**config.mk**
```make
export PLATFORM = sky130hd
export DESIGN_NAME = regfile_write_scheduler
export DESIGN_NICKNAME = d
export VERILOG_FILES = /design/src/rtl/regfile_write_scheduler.sv
export SDC_FILE = /design/constraint.sdc
export NUM_CORES = 1
export LEC_CHECK = 0
export ABC_AREA = 1
export CAP_MARGIN = 30
export CORE_UTILIZATION = 45
export DETAILED_ROUTE_END_ITERATION = 10
export MAX_ROUTING_LAYER = met4
export PLACE_DENSITY = 0.73
export SYNTH_ARGS = -nofsm -noshare
export SYNTH_HDL_FRONTEND = slang
export SYNTH_SLANG_ARGS = --single-unit
```
**constraint.sdc**
```tcl
create_clock -name clk -period 8.46 [get_ports clk]
set_input_delay 1.692 -clock clk [delete_from_list [all_inputs] [get_ports clk]]
set_output_delay 1.692 -clock clk [all_outputs]
set_load 0.01 [all_outputs]
```
**src/rtl/regfile_write_scheduler.sv**
```systemverilog
`default_nettype none
// ============================================================================
// Module   : regfile_write_scheduler
// Brief    : Register-file write-port owner: x1..x31 clear sweep, WB/MC
//            arbitration with an MC FIFO, and RAW hazard query.
// Revision : 1.0 - initial release
// ============================================================================
module regfile_write_scheduler #(
   parameter int MC_DEPTH = 2,
   parameter int XLEN     = 32
) (
   input  logic            clk,
   input  logic            srst,
   input  logic            wb_we,
   input  logic [4:0]      wb_rd,
   input  logic [XLEN-1:0] wb_data,
   input  logic            mc_valid,
   input  logic [4:0]      mc_rd,
   input  logic [XLEN-1:0] mc_data,
   output logic            mc_ready,
   input  logic [4:0]      q_rs1,
   input  logic [4:0]      q_rs2,
   output logic            q_hazard,
   output logic            init_busy,
   output logic            WE3,
   output logic [4:0]      A3,
   output logic [XLEN-1:0] WD3
);

   localparam int PTR_W = $clog2(MC_DEPTH);
   localparam int CNT_W = PTR_W + 1;

   typedef enum logic [0:0] {
      S_INIT = 1'b0,
      S_RUN  = 1'b1
   } state_t;

   state_t            r_state;
   state_t            w_state_nxt;
   logic [4:0]        r_sweep;
   logic [4:0]        r_fifo_rd   [MC_DEPTH];
   logic [XLEN-1:0]   r_fifo_data [MC_DEPTH];
   logic [PTR_W-1:0]  r_wptr;
   logic [PTR_W-1:0]  r_rptr;
   logic [CNT_W-1:0]  r_count;

   logic              w_full;
   logic              w_empty;
   logic              w_wb_req;
   logic              w_pop;
   logic              w_push;
   logic              w_haz1;
   logic              w_haz2;

   assign w_full  = (r_count == CNT_W'(MC_DEPTH));
   assign w_empty = (r_count == '0);
   // rd=0 handshakes complete but are dropped, so x0 never reaches the port
   assign w_push  = mc_valid && mc_ready && (mc_rd != 5'd0);

   always_ff @(posedge clk) begin
      if (srst) r_state <= S_INIT;
      else      r_state <= w_state_nxt;
   end

   always_comb begin
      w_state_nxt = r_state;
      init_busy   = 1'b1;
      mc_ready    = 1'b0;
      w_wb_req    = 1'b0;
      w_pop       = 1'b0;
      case (r_state)
         S_INIT: begin
            if (r_sweep == 5'd31) w_state_nxt = S_RUN;
         end
         S_RUN: begin
            init_busy = srst;
            mc_ready  = !w_full && !srst;
            w_wb_req  = wb_we && (wb_rd != 5'd0);
            w_pop     = !w_wb_req && !w_empty;
         end
         default: w_state_nxt = S_INIT;
      endcase
   end

   always_comb begin
      logic [PTR_W-1:0] off;
      off    = '0;
      w_haz1 = (q_rs1 != 5'd0) && ((WE3 && (A3 == q_rs1)) || (w_push && (mc_rd == q_rs1)));
      w_haz2 = (q_rs2 != 5'd0) && ((WE3 && (A3 == q_rs2)) || (w_push && (mc_rd == q_rs2)));
      for (int i = 0; i < MC_DEPTH; i++) begin
         off = PTR_W'(i) - r_rptr;
         if ({1'b0, off} < r_count) begin
            if ((q_rs1 != 5'd0) && (r_fifo_rd[i] == q_rs1)) w_haz1 = 1'b1;
            if ((q_rs2 != 5'd0) && (r_fifo_rd[i] == q_rs2)) w_haz2 = 1'b1;
         end
      end
      q_hazard = (w_haz1 || w_haz2) && (r_state == S_RUN) && !srst;
   end

   always_ff @(posedge clk) begin
      if (srst) begin
         r_sweep <= 5'd1;
         WE3     <= 1'b0;
         A3      <= 5'd0;
         WD3     <= '0;
         r_wptr  <= '0;
         r_rptr  <= '0;
         r_count <= '0;
      end else begin
         if (r_state == S_INIT) begin
            WE3     <= 1'b1;
            A3      <= r_sweep;
            WD3     <= '0;
            r_sweep <= r_sweep + 5'd1;
         end else if (w_wb_req) begin
            WE3 <= 1'b1;
            A3  <= wb_rd;
            WD3 <= wb_data;
         end else if (w_pop) begin
            WE3 <= 1'b1;
            A3  <= r_fifo_rd[r_rptr];
            WD3 <= r_fifo_data[r_rptr];
         end else begin
            WE3 <= 1'b0;
         end
         if (w_push) r_wptr <= r_wptr + 1'b1;
         if (w_pop)  r_rptr <= r_rptr + 1'b1;
         case ({w_push, w_pop})
            2'b10:   r_count <= r_count + 1'b1;
            2'b01:   r_count <= r_count - 1'b1;
            default: r_count <= r_count;
         endcase
      end
   end

   // Payload storage needs no reset; validity lives in the pointers/count
   always_ff @(posedge clk) begin
      if (w_push) begin
         r_fifo_rd[r_wptr]   <= mc_rd;
         r_fifo_data[r_wptr] <= mc_data;
      end
   end

endmodule
`default_nettype wire

```
# == After elaboration in Yosys (flattened, before gate mapping) ==
# Memory sizes are Yosys's and may differ from the RTL's. A register that Yosys moved wholly into a read port is not among the register bits.
# Cells that the tools add are included.
# classes
n_addsub,7
multipliers,0
div_mod_pow,0
order_cmp,2
n_eq_ne,13
shifts,0
muxes,29
n_bitwise,1
n_reduce_logical,32
# ops
cell,count
2-to-1 mux 32 bit,2
equality test 5 bit,8
2-to-1 mux 1 bit,23
nonzero test 5 bit,4
logical AND 1 bit,17
2-to-1 mux 5 bit,3
"adder 5 x 1 -> 5 bit, second input constant",1
"equality test 5 bit, second input constant",1
"equality test 2 bit, second input constant",2
zero test 1 bit,4
less-than comparator 1 x 2 -> 1 bit,2
one-hot mux 2 bit (2 select lines),1
nonzero test 2 bit,2
logical OR 1 bit,3
"inequality test 3 x 1 -> 1 bit, second input constant",1
"adder 1 bit, second input constant",2
"adder 2 x 1 -> 2 bit, second input constant",1
"equality test 2 x 1 -> 1 bit, second input constant",1
zero test 2 bit,1
OR reduction 2 bit,1
"subtractor 1 bit, first input constant",2
"subtractor 2 x 1 -> 2 bit, second input constant",1
NOT 1 bit,1
# word_totals
register_bits,48
latch_bits,0
ramBits,74
mem_bits_ro,0
output_inout_bits,41
wordCells,94
memories,2
# memory_table
name,depth,width,rd,rd_clocked_by_memory_dff,wr,line,source
r_fifo_data,2,32,1,1,1,42,logic [XLEN-1:0] r_fifo_data [MC_DEPTH];
r_fifo_rd,2,5,3,1,1,41,logic [4:0] r_fifo_rd [MC_DEPTH];

# == Logic depth before layout (Yosys ltp) ==
# Gate-level depths: netlist of run 1.
# logic_depth
ltp_word,16
mapped_depth,11
ltp_nobuf,10

# == Worst setup path after synthesis of run 1 ==
# Ideal clock, no wire load.
# synth_timing
path_type,input-to-output
from,in q_rs2[2]
to,out q_hazard
t_arrival_ns,2.562
t_required_ns,6.768
path_slack_ns,4.206
stages,9
path_buffers,1
path_cell_list,clkbuf_1 inv_1 nand2_1 nand2_1 nor2_1 nand3_1 nand4_1 nand2_1 a21oi_1
# synth_between
elab_chain_cells,11
elab_cells_between_ends,18
classes_between,eq/ne (4); mux (4); reduce/logical (10)
# synth_rtl
item,line,source
from (decl),22,"input logic [4:0] q_rs2,"
equality test 5 bit,89,w_haz2 = (q_rs2 != 5'd0) && ((WE3 && (A3 == q_rs2)) || (w_push && (mc_rd == q_rs2)));
logical AND 1 bit,89,
logical OR 1 bit,89,
logical AND 1 bit,89,
2-to-1 mux 1 bit,94,if ((q_rs2 != 5'd0) && (r_fifo_rd[i] == q_rs2)) w_haz2 = 1'b1;
2-to-1 mux 1 bit,92,"if ({1'b0, off} < r_count) begin"
2-to-1 mux 1 bit,94,
2-to-1 mux 1 bit *,92,
logical OR 1 bit *,97,q_hazard = (w_haz1 || w_haz2) && (r_state == S_RUN) && !srst;
logical AND 1 bit * (2 in series),97,
to (decl),23,"output logic q_hazard,"
# Every way passes the cells marked *; elsewhere a longest branch is shown, timed or not.

# == Worst setup path after layout of run 1 ==
# layout_timing
from,in srst
to,out q_hazard
# layout_between
elab_chain_cells,15
elab_cells_between_ends,22
classes_between,mux (9); reduce/logical (13)
# layout_rtl
item,line,source
from (decl),13,"input logic srst,"
zero test 1 bit *,"77, 97",
logical AND 1 bit,77,mc_ready = !w_full && !srst;
2-to-1 mux 1 bit,71,case (r_state)
logical AND 1 bit (2 in series),58,assign w_push = mc_valid && mc_ready && (mc_rd != 5'd0);
logical AND 1 bit (on tied branches),"88, 89",
logical OR 1 bit (on tied branches),"88, 89",
logical AND 1 bit (on tied branches),"88, 89",
2-to-1 mux 1 bit (on tied branches),"93, 94",
2-to-1 mux 1 bit,92,
2-to-1 mux 1 bit (on tied branches),"93, 94",
2-to-1 mux 1 bit,92,
logical OR 1 bit,97,
logical AND 1 bit,97,
logical AND 1 bit *,97,
# Marked as above.

==> run metrics, run 1 <==
Hold EP=r_sweep[3]; final worst setup slack=~2500 ps; DP Cell Count=slightly below 1000; Yosys reg bits=roughly 120; data required time of the critical path=6770 ps; DRT Pass-1 Iters=4; DP HPWL=~11000 um; antenna violations before repair=0; PD cells=193.3 mW/mm2; Mean Syn Cell Area=approximately 8 um2; clk slew on worst S/H paths=50 ps; total track usage=25.12%; die footprint=roughly 0.013 mm2; Avg WL per Cell=14.68 um; worst r2r src=r_state; DRT Wirelength=approximately 15000 um; largest net degree at the start of global routing=40; syn nets=799; post-synthesis sequential area ratio=55.69%; total gr overflow=0; DRC viols=0; total negative slack=0 ps; first-pass GRT wire length=between 20000 and 25000 um; kind of critical path=primary input to output port; TritonCTS clock tree=built; Worst-Margin Slew=~840 ps; via count=just over 5000; Rows=40; worst skew pair latency=slightly above 400 ps; Layout Cell Area excl Fill=0.007806 mm2; Placed Instance Area=approximately 0.0072 mm2; fin crit share=between 70% and 80%; Peak Freq=between 0.15 and 0.2 GHz; initial DRC count=between 300 and 400; Initial Util=between 40% and 50%; Pleak=between 3 and 4 nW; RSZ-0062 raised after global routing=false; Synth cell types=31; status=completed; Worst Setup End Kind=output port; Total Nets Final=between 900 and 1000; Slew HR=a little over two fifths; # hold bufs at CTS=0; area grow syn2layout=35.72%; GRT busiest layer=met2; Worst VDD drop=0.1239 mV; launch point of the worst path=srst; IO Count=129; # Post-CTS Setup Buffers=0; Port Buffers=128; Ys Warns=0; met2 Use GR=between 40% and 50%; post-CTS sizing=0; R2R Setup Slk=around 5500 ps; clock buffer depth=2; crit-path max FO=34; Antenna diodes=0; crit start category=primary input; die height=around 120 um; Slew Limit Fails=0; Syn Inst Count=708; final setup vio count=0; Fin. Hold Viols=0; Worst EP arrival=about 4300 ps; TritonCTS buffer count=17; Max-Cap Viols=0; layout cells sized above 1=~5.6%; DIE WIDTH=between 100 and 150 um; hold path start=r_sweep[3]; predominant post-synthesis flop cell=edfxtp_1; hold path depth=1; cells on worst reg2reg path=7; Synth async-reset ratio=0%; core box area=0.01221 mm2; vias in the first global route=4947; met3 Use GR=about 4.6%; Place WS=roughly 2500 ps; grt met1 use=29.58%; H-tree Lvls=4; clock root buffer=clkbuf_16; Clock Skew=just under 7 ps; number of routed nets with antenna violations=0; number of synthesized flops with an enable pin=between 70 and 80; min-delay worst type=flip-flop to flip-flop; reg2reg end=r_fifo_data[0][6]; Post-Layout Cell Count=approximately 1000; cell area after synthesis=about 0.0058 mm2; clock sink total=~120; Avg Vias per Cell=about 5.0; final worst path period need=a little under 6000 ps; RePlAce Congestion=between 0.8 and 0.9
how the worst max path moves through the flow:
stage / end / slack, ps / cells past startpoint
after floorplan: q_hazard / 4210 / 9
after global placement: q_hazard / 2590 / 9
after detailed placement: q_hazard / 2500 / 9
after CTS: q_hazard / 2500 / 9
after global routing: q_hazard / 2340 / 9
final: q_hazard / 2510 / 9
critical path: stages:
cell	delay, ps
clkdlybuf4s50_1	530
nor2_4	600
nand3_1	210
nor2_2	250
nand3_1	100
nand4_1	90
nand2_1	50
a21oi_1	170
clkdlybuf4s50_1	560
state kept, by name, indices dropped and copies added (netlist names), named ones only:
name,flops
r_fifo_rd,10
A3,5
r_sweep,5
r_wptr,1
WD3,32
r_count,2
r_state,1
r_rptr,1
r_fifo_data,64
WE3,1
area by class of cell:
cell class	instances	area, um2
clock inverters	14	216.5
inverters	47	181.4
flip-flops and latches	123	3204
fillers	1053	4405
repair buffers	131	1349
well taps	168	210.2
clock buffers	18	429.2
multi-input cells	512	2216
cell usage after synthesis, drive strengths merged, types with 7 or more instances:
| cell type | n | area, um2 |
|---|---|---|
| a21oi | 18 | 90.09 |
| buf | 17 | 132.6 |
| clkbuf | 9 | 33.78 |
| dfxtp | 49 | 980.9 |
| edfxtp | 74 | 2222 |
| inv | 46 | 177.7 |
| nand2 | 292 | 1101 |
| nand3 | 15 | 80.08 |
| nor2 | 108 | 447.9 |
| nor3 | 7 | 35.03 |
| o21ai | 49 | 245.2 |
| xor2 | 10 | 87.58 |
per-layer routing:
metal  vias to the layer above  wire length, um
li1                       2518                -
met1                      2342             6375
met2                       146             7514
met3                        23              666
met4                         0              310
met5                         -                0
cells in the final DEF (no fill, tap or decap):
cell | netlist | final
nand2_1 | 290 | 290
clkdlybuf4s50_1 | 0 | 128
nor2_1 | 104 | 102
edfxtp_1 | 74 | 74
dfxtp_1 | 49 | 48
inv_1 | 43 | 43
o21ai_0 | 40 | 40
a21oi_1 | 18 | 18
clkbuf_16 | 0 | 17
nand3_1 | 14 | 14
xor2_1 | 10 | 10
o21ai_1 | 9 | 9
nor3_1 | 7 | 7
bufinv_16 | 0 | 5
nor2_4 | 1 | 3
ha_1 | 3 | 3
inv_6 | 0 | 3
clkinvlp_4 | 0 | 3
nand2_2 | 2 | 2
nor2_8 | 2 | 2
nand4_1 | 2 | 2
inv_4 | 2 | 2
a31oi_1 | 2 | 2
clkinv_1 | 1 | 2
o2111ai_1 | 2 | 2
buf_12 | 0 | 2
nand4_2 | 1 | 1
inv_2 | 1 | 1
nor2_2 | 1 | 1
a22oi_1 | 1 | 1
nand3_2 | 1 | 1
o211ai_1 | 1 | 1
and3_1 | 1 | 1
dfxtp_2 | 0 | 1
clkinv_4 | 0 | 1
clkbuf_1 | 9 | 1
clkinv_2 | 0 | 1
buf_16 | 0 | 1
cells by family after synthesis:
| family | Yosys count | synth area share [%] |
|---|---|---|
| compound gates | 73 | 6.613 |
| xor+xnor | 10 | 1.523 |
| fa+ha+maj | 3 | 0.6527 |
| buf+inv | 73 | 6.047 |
| flops | 123 | 55.69 |
| simple gates | 426 | 29.48 |
power by group:
part	switching, W	internal [W]
Sequential	0.00000348	0.000637
Clock	0.000262	0.000524
Combinational	0.0000342	0.0000482
Total	0.000300	0.00121
metrics by stage:
step | power [W] | utilization (%) | hold WS (ps)
2_1_floorplan | 0.0006766 | - | 422.4
3_3_place_gp | 0.0007336 | 58.08 | 447.8
3_5_place_dp | 0.0007347 | 58.64 | 445.1
4_1_cts | 0.001521 | 63.92 | 471.6
5_1_grt | 0.001556 | 63.92 | 490.8
6_report | 0.001509 | 63.92 | 475.4
No activity file was read; power rests on OpenSTA's default activity.
==> run 2, diff against run 1 <==
==> constraint.sdc (replaced) <==
create_clock -name clk -period 5.6 [get_ports clk]
set_input_delay 1.12 -clock clk [delete_from_list [all_inputs] [get_ports clk]]
set_output_delay 1.12 -clock clk [all_outputs]
set_load 0.01 [all_outputs]
==> run 2 against run 1 <==
  * Wire length is 2.0% lower
  * Highest routed layer unchanged
  * Global-route usage is 0.96 points lower
  * Sequential power is 51% higher
  * Clock skew is 1.5 ps lower
  * Die area stayed put
  * Cell count hardly changed
  * First-iteration DRC count is 3.2% higher
  * Critical path depth is 1 higher
  * Utilization is 0.77 points lower
  * Design area is 1.2% lower
  * Largest power group unchanged
==> run metrics, run 2 (synthesis results as in run 1) <==
status=completed; Place WS=1062 ps (-1442 ps); die height=115.1 um (unchanged); Avg WL per Cell=14.37 um (-2.1%); Total Nets Final=924 (+0.11%); crit start category=primary input; initial DRC count=353 (+3.2%); first-pass GRT wire length=23410 um (-3.7%); leading cell type in the layout, fill and taps excluded=nand2_1; post-CTS sizing=0 (unchanged); Switching Share=21.06% (+1.2 points); clock sink total=123 (unchanged); final worst path period need=approximately 4500 ps; CP delay by family, top=buffers and inverters; DIE WIDTH=115.1 um (unchanged); DRT Pass-1 Iters=5 (+1); Slew Limit Fails=0 (unchanged); via count=4930 (-2.0%); area of the multi-input gates=0.002216 mm2 (unchanged); clk slew on worst S/H paths=50 ps (about the same); core box area=0.01221 mm2 (unchanged); Reg area=0.003204 mm2 (unchanged); largest net degree at the start of global routing=40 (unchanged); Biggest register=r_fifo_data; total gr overflow=0 (unchanged); Worst EP arrival=3420 ps (-840 ps); Worst VDD drop=0.1679 mV (+35%); H-tree Lvls=4 (unchanged); Largest register FFs=64 (unchanged); RePlAce Congestion=0.8841 (-0.15%); final worst setup slack=1057 ps (-1452 ps); clock buffer depth=2 (unchanged); Port Buffers=128 (unchanged); RSZ-0062 raised after global routing=false; Rows=40 (unchanged); net switching power=0.0004376 W (+46%); total negative slack=0 ps (unchanged); layout cells sized above 1=5.319% (-0.24 points); combinational share of power=5.9% (+0.4 points); # hold bufs at CTS=0 (unchanged); Max-Cap Viols=0 (unchanged); # Post-CTS Setup Buffers=0 (unchanged); fin crit share=81.13%; hold path depth=1 (unchanged); clock root buffer=clkbuf_16; Avg Vias per Cell=4.862 (-2.1%); vias in the first global route=4772 (-3.5%); Initial Util=47.10% (unchanged); Clock Skew=5.294 ps (-1.534 ps); Peak Freq=approximately 0.22 GHz; worst skew pair latency=410 ps (about the same); TritonCTS buffer count=17 (unchanged); total track usage=24.17% (-0.96 points); Worst Setup End Kind=output port; most frequent cells in the layout=nand2_1, clkdlybuf4s50_1, nor2_1, edfxtp_1, dfxtp_1; Slew HR=44.05% (+0.23 points); cells on worst reg2reg path=8 (+1); DRC viols=0 (unchanged); area grow syn2layout=34.09%; PD cells=269.4 mW/mm2 (+39%); final setup vio count=0 (unchanged); CP cell instances=clkdlybuf4s50_1 > nor2_4 > buf_4 > nand3_1 > nor2_2 > nand3_1 > nand4_1 > nand2_1 > a21oi_1 > clkdlybuf4s50_1; clock group share of total power=47.5% (-4.6 points); Critical Path Slowest Stage Cell=clkdlybuf4s50_1; Fin. Hold Viols=0 (unchanged); Worst path depth=10 (+1); IO Count=129 (unchanged); Worst-Margin Slew=839.2 ps (-2.408 ps); crit-path max FO=34 (unchanged); number of routed nets with antenna violations=0 (unchanged); antenna violations before repair=0 (unchanged); TritonCTS clock tree=built; CP bufs+invs=3 (+1); Pleak=3.151 nW (-1.4%); internal power=0.001640 W (+36%); kind of critical path=primary input to output port; DRT Wirelength=14580 um (-2.0%); DP HPWL=10340 um (-1.6%); Antenna diodes=0 (unchanged); data required time of the critical path=4480 ps (-2290 ps); min-delay worst type=flip-flop to flip-flop; biggest regs=r_fifo_data: 64 flops, WD3: 32 flops, r_fifo_rd: 10 flops; Layout fillers=1088 (+3.3%); die footprint=0.01324 mm2 (unchanged); max incr delay on CP=560 ps (-40 ps); Flop pwr share=46.6% (+4.1 points)
==> run 2: worst register-to-register path: stages (launching register included) <==
cell and delay [ps]:
dfxtp_1 570, inv_2 180, nor2_4 110, buf_4 320, nand3_1 160, nor2_2 210, inv_1 160, nor2_4 580
buf_16 240
==> run 2: layer usage <==
metal | global-route usage (%) | up-vias | wire length (um)
li1 | - | 2513 | -
met1 | 30.14 | 2269 | 6561
met2 | 39.56 | 129 | 7169
met3 | 3.585 | 19 | 544
met4 | 9.697 | 0 | 301
met5 | - | - | 0
==> run 2: final timing paths <==
| path | start | endpoint | slack [ps] |
|---|---|---|---|
| hold / removal | r_sweep[3] | r_sweep[3] | 460 |
| setup / recovery | srst | q_hazard | 1060 |
| setup reg to reg | r_state | r_fifo_data[1][5] | 2760 |
| hold reg to reg | r_sweep[3] | r_sweep[3] | 460 |
==> run 2: per-stage QoR <==
step,hold WS [ps],instances,cell area (um2),total power (W),utilization [%]
after floorplan,422.4,708,5752,0.001022,-
after global placement,437.2,979,7101,0.001109,58.15
after detailed placement,447.0,982,7176,0.001110,58.76
after CTS,460.1,1014,7712,0.002095,63.16
after global routing,514.3,1014,7712,0.002145,63.16
final,463.8,1014,7712,0.002078,63.16
==> run 2: final cells by class <==
class	count	share of cell area [%]
flip-flops and latches	123	41.55
multi-input cells	512	28.73
repair buffers	132	17.68
clock buffers	20	5.662
well taps	168	2.726
inverters	47	2.352
clock inverters	12	1.298
==> run 2: power by group through the flow <==
stage | logic, W | registers (W) | clock network (W)
after detailed placement | 0.000123 | 0.000987 | 0
after CTS | 0.000124 | 0.000968 | 0.00100
after global placement | 0.000122 | 0.000987 | 0
after floorplan | 0.0000355 | 0.000987 | 0
final | 0.000123 | 0.000968 | 0.000986
after global routing | 0.000134 | 0.000968 | 0.00104
==> run 3, diff against run 2 <==
--- a/config.mk
+++ b/config.mk
@@ -10,7 +10,7 @@
 export CORE_UTILIZATION = 45
 export DETAILED_ROUTE_END_ITERATION = 10
 export MAX_ROUTING_LAYER = met4
-export PLACE_DENSITY = 0.73
+export PLACE_DENSITY = 0.75
 export SYNTH_ARGS = -nofsm -noshare
 export SYNTH_HDL_FRONTEND = slang
 export SYNTH_SLANG_ARGS = --single-unit
==> constraint.sdc (replaced) <==
create_clock -name clk -period 4 [get_ports clk]
set_input_delay 0.8 -clock clk [delete_from_list [all_inputs] [get_ports clk]]
set_output_delay 0.8 -clock clk [all_outputs]
set_load 0.01 [all_outputs]
==> run 3 against run 2 <==
  * Cell count is 0.20% higher
  * Total power up 44%
  * Worst hold slack better by 4.9 ps
  * Largest cell class unchanged
  * Sequential cell count did not move
  * Non-clock buffer count grew 3
  * Highest routed layer unchanged
==> run metrics, run 3 (synthesis results as in run 1) <==
IO Count=129 (unchanged); final worst path period need=3582 ps; vias in the first global route=4624 (-3.1%); layout cells sized above 1=5.778% (+0.46 points); area grow syn2layout=34.50%; Slew HR=66.30% (+22 points); first-pass GRT wire length=23850 um (+1.9%); CP bufs+invs=3 (unchanged); number of routed nets with antenna violations=0 (unchanged); most frequent cells in the layout=nand2_1, clkdlybuf4s50_1, nor2_1, edfxtp_1, dfxtp_1; CP delay by family, top=buffers and inverters; die footprint=0.01324 mm2 (unchanged); grt met1 use=31.90% (+1.8 points); Place WS=418.8 ps (-642.9 ps); clock buffer depth=2 (unchanged); die height=115.1 um (unchanged); Clock Skew=5.700 ps (+0.4063 ps); max incr delay on CP=560 ps (about the same); Pleak=3.177 nW (+0.83%); H-tree Lvls=4 (unchanged); Avg Vias per Cell=4.909 (+0.98%); hold path depth=1 (unchanged); DRT Wirelength=15380 um (+5.5%); crit-path max FO=5 (-85%); Antenna diodes=0 (unchanged); RePlAce Congestion=0.9491 (+7.4%); total track usage=25.32% (+1.1 points); TritonCTS buffer count=17 (unchanged); met2 Use GR=39.32% (-0.24 points); total negative slack=0 ps (unchanged); RSZ-0062 raised after global routing=false; GRT busiest layer=met2; core box area=0.01221 mm2 (unchanged); Top cell by count, worst path=nand2_1; Worst Setup End Kind=output port; cells on worst reg2reg path=7 (-1); clk slew on worst S/H paths=60 ps (about the same); via count=4988 (+1.2%); clock sink total=123 (unchanged); # hold bufs at CTS=0 (unchanged); Max-Cap Viols=0 (unchanged); CP cell instances=clkdlybuf4s50_1 > inv_1 > nand2_1 > nand2_1 > nor2_1 > nand3_1 > nand4_1 > nand2_1 > a21oi_1 > clkdlybuf4s50_1; post-CTS sizing=0 (unchanged); Peak Freq=0.2792 GHz; min-delay worst type=flip-flop to flip-flop; DIE WIDTH=115.1 um (unchanged); # Post-CTS Setup Buffers=0 (unchanged); largest net degree at the start of global routing=39 (-2.5%); Worst VDD drop=0.4411 mV (+160%); PD cells=387.6 mW/mm2 (+44%); Largest register FFs=64 (unchanged); worst skew pair latency=410 ps (about the same); Fin. Hold Viols=0 (unchanged); TritonCTS clock tree=built; hold path start=r_sweep[3]; launch point of the worst path=q_rs1[0]; final worst setup slack=418.2 ps (-638.6 ps); Critical Path Slowest Stage Cell=clkdlybuf4s50_1; data required time of the critical path=3200 ps (-1280 ps); DP HPWL=10820 um (+4.7%); Rows=40 (unchanged); worst r2r src=r_state; status=completed; total gr overflow=0 (unchanged); met3 Use GR=5.430% (+1.8 points); DRT Pass-1 Iters=5 (unchanged); crit start category=primary input; fin crit share=89.55%; Total Nets Final=927 (+0.32%); Initial Util=47.10% (unchanged); Hold EP=r_sweep[3]; DRC viols=0 (unchanged); antenna violations before repair=0 (unchanged); Port Buffers=128 (unchanged); Biggest register=r_fifo_data; reg2reg end=r_fifo_rd[0][1]; kind of critical path=primary input to output port; Layout fillers=1079 (-0.83%); Slew Limit Fails=0 (unchanged); biggest regs=r_fifo_data: 64 flops, WD3: 32 flops, r_fifo_rd: 10 flops; final setup vio count=0 (unchanged); initial DRC count=413 (+17%); Worst EP arrival=2780 ps (-640 ps); clock root buffer=clkbuf_16; R2R Setup Slk=1660 ps (-1100 ps); leading cell type in the layout, fill and taps excluded=nand2_1; Avg WL per Cell=15.14 um (+5.3%); Worst-Margin Slew=505.5 ps (-333.8 ps)
## run 3: through the flow
stage	total power [W]	area [um2]	hold WS (ps)	std cells	util [%]
4_1_cts	0.003018	7736	465.3	1016	63.35
3_3_place_gp	0.001555	7137	436.3	984	58.44
3_5_place_dp	0.001557	7164	450.8	985	58.67
6_report	0.002998	7736	468.7	1016	63.35
2_1_floorplan	0.001431	5752	422.4	708	-
5_1_grt	0.003099	7736	513.4	1016	63.35
## run 3: power breakdown
group	switching [W]	internal (W)
Clock	0.000549	0.000917
Sequential	0.00000906	0.00135
Combinational	0.0000730	0.000102
Total	0.000631	0.00237
## run 3: worst max path at each step
| stage | end | cells after the start | slack [ps] |
|---|---|---|---|
| final | q_hazard | 10 | 420 |
| after global routing | q_hazard | 10 | 280 |
| after CTS | mc_ready | 6 | 410 |
| after detailed placement | mc_ready | 6 | 420 |
| after global placement | q_hazard | 10 | 350 |
| after floorplan | r_fifo_data[1][0] | 5 | 710 |
## run 3: final cells by class
| cell class | count | area [um2] | share of cell area [%] |
|---|---|---|---|
| Tap cell | 168 | 210.2 | 2.717 |
| Timing Repair Buffer | 135 | 1354 | 17.50 |
| Inverter | 47 | 181.4 | 2.345 |
| Clock inverter | 11 | 92.59 | 1.197 |
| Sequential cell | 123 | 3203 | 41.40 |
| Clock buffer | 20 | 479.2 | 6.194 |
| Multi-Input combinational cell | 512 | 2216 | 28.64 |
## run 3: layer usage
layer | wire [um] | share of wire, % | vias to the layer above
met3 | 819 | 5.3 | 27
li1 | - | - | 2525
met2 | 7236 | 47 | 156
met4 | 346 | 2.2 | 0
met5 | 0 | 0 | -
met1 | 6976 | 45 | 2280
